--- src/rtl/lp805x_sfrresp_if.sv ---
// SFR read handshake between the peripheral-side responder (slave) and the
// SFR sync controller (master).
interface lp805x_sfrresp_if #(
  parameter int DWIDTH = 8
);
  logic              sfr_prrdy;
  logic              sfr_pget;
  logic              sfr_pwrdy;
  logic              sfr_pput;
  logic [DWIDTH-1:0] sfr_pdata;

  modport master (
    input  sfr_prrdy,
    input  sfr_pwrdy,
    input  sfr_pdata,
    output sfr_pget,
    output sfr_pput
  );

  modport slave (
    output sfr_prrdy,
    output sfr_pwrdy,
    output sfr_pdata,
    input  sfr_pget,
    input  sfr_pput
  );
endinterface

--- src/rtl/lp805x_sfrresp.sv ---
// Peripheral-side SFR read responder: buffers peripheral bytes in a FIFO and
// offers them one at a time to the sync controller, retiring each on sfr_pput.
module lp805x_sfrresp #(
  parameter int DWIDTH  = 8,
  parameter int DEPTH   = 4,
  parameter int AWIDTH  = 2,
  parameter int GET_TMO = 15
) (
  input  logic              clk,
  input  logic              rst,
  input  logic              push,
  input  logic [DWIDTH-1:0] push_data,
  input  logic              flush,
  input  logic              clr_ovr,
  lp805x_sfrresp_if.slave   sfr,
  output logic              full,
  output logic              empty,
  output logic [AWIDTH:0]   count,
  output logic              overrun
);
  localparam int TWIDTH = $clog2(GET_TMO + 1);

  typedef enum logic [1:0] {IDLE, OFFER, WAIT_GET, READY} state_t;

  state_t            state;
  logic [TWIDTH-1:0] tmo;
  logic              prrdy;
  logic              pwrdy;
  logic [DWIDTH-1:0] mem [DEPTH];
  logic [AWIDTH-1:0] rd_ptr;
  logic [AWIDTH-1:0] wr_ptr;
  logic              pop;
  logic              push_ok;
  logic              push_drop;

  // A pop frees the slot first, so a push alongside a pop is accepted even when full.
  assign pop       = (state == READY) && sfr.sfr_pput && !flush;
  assign push_ok   = push && !flush && (!full || pop);
  assign push_drop = push && !flush && full && !pop;

  assign full          = (count == (AWIDTH+1)'(DEPTH));
  assign empty         = (count == '0);
  assign sfr.sfr_pdata = mem[rd_ptr];
  assign sfr.sfr_prrdy = prrdy;
  assign sfr.sfr_pwrdy = pwrdy;

  always_ff @(posedge clk) begin
    if (push_ok) begin
      mem[wr_ptr] <= push_data;
    end
  end

  always_ff @(posedge clk or negedge rst) begin
    if (!rst) begin
      rd_ptr  <= '0;
      wr_ptr  <= '0;
      count   <= '0;
      overrun <= 1'b0;
    end else begin
      if (flush) begin
        rd_ptr <= '0;
        wr_ptr <= '0;
        count  <= '0;
      end else begin
        if (pop) begin
          rd_ptr <= rd_ptr + AWIDTH'(1);
        end
        if (push_ok) begin
          wr_ptr <= wr_ptr + AWIDTH'(1);
        end
        if (push_ok && !pop) begin
          count <= count + (AWIDTH+1)'(1);
        end else if (pop && !push_ok) begin
          count <= count - (AWIDTH+1)'(1);
        end
      end
      if (push_drop) begin
        overrun <= 1'b1;
      end else if (clr_ovr) begin
        overrun <= 1'b0;
      end
    end
  end

  // prrdy is raised only on the transition into OFFER, so it can never last two cycles.
  always_ff @(posedge clk or negedge rst) begin
    if (!rst) begin
      state <= IDLE;
      tmo   <= '0;
      prrdy <= 1'b0;
      pwrdy <= 1'b0;
    end else if (flush) begin
      state <= IDLE;
      prrdy <= 1'b0;
      pwrdy <= 1'b0;
    end else begin
      prrdy <= 1'b0;
      case (state)
        IDLE: begin
          if (count != '0) begin
            state <= OFFER;
            prrdy <= 1'b1;
          end
        end
        OFFER: begin
          tmo   <= TWIDTH'(GET_TMO);
          state <= WAIT_GET;
        end
        WAIT_GET: begin
          if (sfr.sfr_pget) begin
            state <= READY;
            pwrdy <= 1'b1;
          end else begin
            tmo <= tmo - TWIDTH'(1);
            if (tmo <= TWIDTH'(1)) begin
              state <= OFFER;
              prrdy <= 1'b1;
            end
          end
        end
        READY: begin
          if (sfr.sfr_pput) begin
            state <= IDLE;
            pwrdy <= 1'b0;
          end
        end
        default: begin
          state <= IDLE;
          pwrdy <= 1'b0;
        end
      endcase
    end
  end
endmodule
--- src/flat_wrapper.sv ---
// flat-port wrapper written by rule: the top's interface ports become plain ports
module lp805x_sfrresp_flat 
#(
  parameter int DWIDTH  = 8,
  parameter int DEPTH   = 4,
  parameter int AWIDTH  = 2,
  parameter int GET_TMO = 15
)
  (clk, rst, push, push_data, flush, clr_ovr, full, empty, count, overrun, sfr_sfr_prrdy, sfr_sfr_pwrdy, sfr_sfr_pdata, sfr_sfr_pget, sfr_sfr_pput);
  lp805x_sfrresp_if #(.DWIDTH(DWIDTH)) sfr_i ();
  input  logic clk;
  input  logic rst;
  input  logic push;
  input  logic [DWIDTH-1:0] push_data;
  input  logic flush;
  input  logic clr_ovr;
  output logic full;
  output logic empty;
  output logic [AWIDTH:0] count;
  output logic overrun;
  output wire logic [$bits(sfr_i.sfr_prrdy)-1:0] sfr_sfr_prrdy;
  output wire logic [$bits(sfr_i.sfr_pwrdy)-1:0] sfr_sfr_pwrdy;
  output wire logic [$bits(sfr_i.sfr_pdata)-1:0] sfr_sfr_pdata;
  input wire logic [$bits(sfr_i.sfr_pget)-1:0] sfr_sfr_pget;
  input wire logic [$bits(sfr_i.sfr_pput)-1:0] sfr_sfr_pput;
  assign sfr_sfr_prrdy = sfr_i.sfr_prrdy;
  assign sfr_sfr_pwrdy = sfr_i.sfr_pwrdy;
  assign sfr_sfr_pdata = sfr_i.sfr_pdata;
  assign sfr_i.sfr_pget = sfr_sfr_pget;
  assign sfr_i.sfr_pput = sfr_sfr_pput;
  lp805x_sfrresp #(.DWIDTH(DWIDTH), .DEPTH(DEPTH), .AWIDTH(AWIDTH), .GET_TMO(GET_TMO)) u_core (.clk(clk), .rst(rst), .push(push), .push_data(push_data), .flush(flush), .clr_ovr(clr_ovr), .sfr(sfr_i), .full(full), .empty(empty), .count(count), .overrun(overrun));
endmodule
--- config.mk ---
export PLATFORM = sky130hd
export DESIGN_NAME = lp805x_sfrresp_flat
export DESIGN_NICKNAME = d
export VERILOG_FILES = /design/src/rtl/lp805x_sfrresp_if.sv /design/src/rtl/lp805x_sfrresp.sv /design/src/flat_wrapper.sv
export SDC_FILE = /design/constraint.sdc
export NUM_CORES = 1
export LEC_CHECK = 0
export CORE_MARGIN = 4
export CORE_UTILIZATION = 39
export CTS_BUF_LIST = sky130_fd_sc_hd__clkbuf_4 sky130_fd_sc_hd__clkbuf_8 sky130_fd_sc_hd__clkbuf_16
export DETAILED_ROUTE_END_ITERATION = 7
export SLEW_MARGIN = 15
export SYNTH_ARGS = -nofsm -noshare
export SYNTH_HDL_FRONTEND = slang
export SYNTH_SLANG_ARGS = --single-unit
export TNS_END_PERCENT = 20
--- constraint.sdc ---
create_clock -name clk -period 5.54 [get_ports clk]
set_input_delay 1.108 -clock clk [delete_from_list [all_inputs] [get_ports clk]]
set_output_delay 1.108 -clock clk [all_outputs]
set_load 0.05 [all_outputs]
==> results.json <==
{
  "grt_use_met3_pct": 3.25,
  "vias": 1272,
  "synth_top_cell_area_share_pct": 44.3,
  "synth_nets": 175,
  "io_buffers": 30,
  "synth.area.mux_share_pct": 8.77,
  "status": "finished clean",
  "peakVddDrop_mv": 0.181,
  "fin_setup_tns_ps": 0,
  "dpl_cell_area_sq_mm": 0.00254,
  "io_pins": 31,
  "cts_tree": "yes",
  "power.density_mw_per_mm2": 361,
  "cts.clk_slew.worst_paths_ps": 90,
  "grtUsageTotal_pct": 12.3,
  "worstPathRequired_ps": 4430,
  "root_buffer": "clkbuf_8",
  "finalSetupViolations": 0,
  "num_rows": 26,
  "rrSetupSlack_ps": 3190,
  "ys_warn_count": 0,
  "postCtsHoldBufs": 0,
  "nNetsFinal": 208,
  "synth-xor-area-share_pct": 2.02,
  "worst_pin_slew_ps": 719,
  "grt_pass1_wl_um": 6280,
  "ant_nets": 0,
  "hold_class": "register to register",
  "avgSynthCellArea_sq_um": 14.6,
  "diodes": 0,
  "relSlewSlack_pct": 51.9,
  "synth_top_family_by_area": "simple AND/OR/NAND/NOR gates",
  "via_per_inst": 5.03,
  "rsz0062_at_grt": "no",
  "overflow": 0,
  "drt-initial-drc-count": 65,
  "clkLatencyLatePin_ps": 290,
  "grt_max_degree": 17,
  "hpwl_um": 2670,
  "reg2reg_to": "u_core.count[2]",
  "core-area_sq_mm": 0.00524,
  "synth-seq-area-share_pct": 62.7,
  "r2r_cells": 8,
  "fp.dieH_um": 82.6,
  "initial_core_util_pct": 41.4,
  "holdPathStages": 2,
  "hold_start": "u_core.sfr.sfr_pwrdy",
  "synthArstFlopShare_pct": 33.3,
  "arrival_ps": 2350,
  "cts_htree_levels": 2,
  "grt.busiest_layer": "met2",
  "syn_area_sq_mm": 0.00217,
  "cts.sinks": 48,
  "drt_first_pass_iters": 4,
  "synthFlopType": "edfxtp_1",
  "cp_max_fo": 10,
  "grt_util_met2_pct": 20.2,
  "period_needed_ps": 3450,
  "postCtsSetupBuffers": 0,
  "finClkSkew_ps": 7.98,
  "die_area_sq_mm": 0.00682,
  "postLayoutCellArea_sq_mm": 0.00265,
  "post_drt_wl_per_cell_um": 14.7,
  "maxSlewViolCount": 0,
  "synth.distinct_cells": 37,
  "final-hold-violation-count": 0,
  "drive_above_1_share_pct": 11.5,
  "holdPathEnd": "u_core.sfr.sfr_pwrdy",
  "wl_um": 3720,
  "grt_pass1_vias": 1286,
  "netlist_instances": 149,
  "leakage_nw": 0.958,
  "syn_to_final_growth_pct": 22.2,
  "r2r_start": "u_core.state[1]",
  "synth_compound_area_share_pct": 7.50,
  "cts_buffers": 5,
  "cts_resized": 0,
  "synth_edf_count": 32,
  "final_common_cell": "edfxtp_1",
  "fin_crit_sh_pct": 62.3,
  "crit_path_start_kind": "register",
  "fp.dieW_um": 82.6,
  "clk_path_buf_depth": 2,
  "antenna_found_initial": 0,
  "ys_ff_latch": 48,
  "cp-end-kind": "primary output",
  "synth-simple-area-share_pct": 9.57,
  "layout_common_cells": "32 x edfxtp_1, 30 x clkdlybuf4s50_1, 16 x dfrtp_1",
  "synthAdderAreaFrac_pct": 6.69,
  "critPathKind": "register to primary output",
  "cap_violations": 0,
  "fmax_ghz": 0.290,
  "gp_congestion": 0.882,
  "ys_top_cells_by_area": "edfxtp_1 44%, dfrtp_1 18%, mux4_2 8.3%",
  "drc_errors": 0,
  "synth_area_leader_cell": "edfxtp_1",
  "grtUsageMet1_pct": 15.8
}
-- kinds of logic (layout without fill, tap and decap cells) --
| group | Yosys count | in the layout |
|---|---|---|
| AOI/OAI and AO/OA | 23 | 23 |
| xor gates and xnor gates | 5 | 5 |
| adders and majority gates | 11 | 11 |
| buffers and inverters | 15 | 49 |
| DFF | 48 | 48 |
| muxes | 9 | 9 |
| and+or+nand+nor | 38 | 38 |
-- flip-flops by register name (all words and copies together), names as in the netlist --
name and count:
u_core.wr_ptr 2, u_core.count 3, u_core.sfr.sfr_prrdy 1, u_core.mem 32
u_core.tmo 4, u_core.sfr.sfr_pwrdy 1, u_core.overrun 1, u_core.state 2
u_core.rd_ptr 2
-- cell type report --
class	count	area (sq um)
Sequential cell	48	1360
Inverter	11	41.3
Multi-Input combinational cell	86	749
Clock inverter	3	42.5
Fill cell	461	2590
Tap cell	70	87.6
Clock buffer	5	68.8
Timing Repair Buffer	30	300
-- critical path, stage by stage, from the launching register on --
cell and delay [ps]:
dfrtp_1 740, mux4_2 590, clkdlybuf4s50_1 710
-- stage by stage --
| stage | setup WS (ps) | hold WS (ps) | util, % | total power, mW | cells |
|---|---|---|---|---|---|
| after floorplan | 2620 | 494 | - | 0.634 | 149 |
| after global placement | 2250 | 512 | 48.5 | 0.711 | 245 |
| after detailed placement | 2150 | 512 | 48.5 | 0.720 | 245 |
| after CTS | 2030 | 537 | 50.6 | 0.969 | 253 |
| after global routing | 1960 | 575 | 50.6 | 1.01 | 253 |
| final | 2090 | 528 | 50.6 | 0.958 | 253 |
-- synth_stat cells, types with 2 or more instances --
library cell,count
edfxtp_1,32
dfrtp_1,16
ha_1,10
inv_1,10
a21oi_1,9
nor2_1,9
mux4_2,8
and2_1,6
nand2_1,4
nand3_1,4
xnor2_1,4
nor2b_1,3
nor3_1,3
o21ai_0,3
buf_2,2
clkbuf_1,2
nand2b_1,2
o32ai_1,2
or2b_1,2
-- where the power goes --
group          leakage (nW)  internal, mW  switching, mW
clock network        0.0541         0.134          0.113
registers             0.488         0.418         0.0266
logic                 0.416         0.102          0.165
-- worst max path at each step --
stage | start | endpoint | slack, ps | cells after the start
2_1_floorplan | u_core.count[0] | empty | 2620 | 1
3_3_place_gp | flush | u_core.count[2] | 2250 | 8
3_5_place_dp | flush | u_core.count[2] | 2150 | 8
4_1_cts | u_core.rd_ptr[0] | sfr_sfr_pdata[0] | 2030 | 2
5_1_grt | u_core.rd_ptr[0] | sfr_sfr_pdata[0] | 1960 | 2
6_report | u_core.rd_ptr[0] | sfr_sfr_pdata[0] | 2090 | 2
-- routing by layer --
metal	vias to the layer above	routed length, um
li1	616	-
met1	623	1640
met2	28	1860
met3	5	167
met4	0	52
met5	-	0
(Power assumes the default switching activity.)
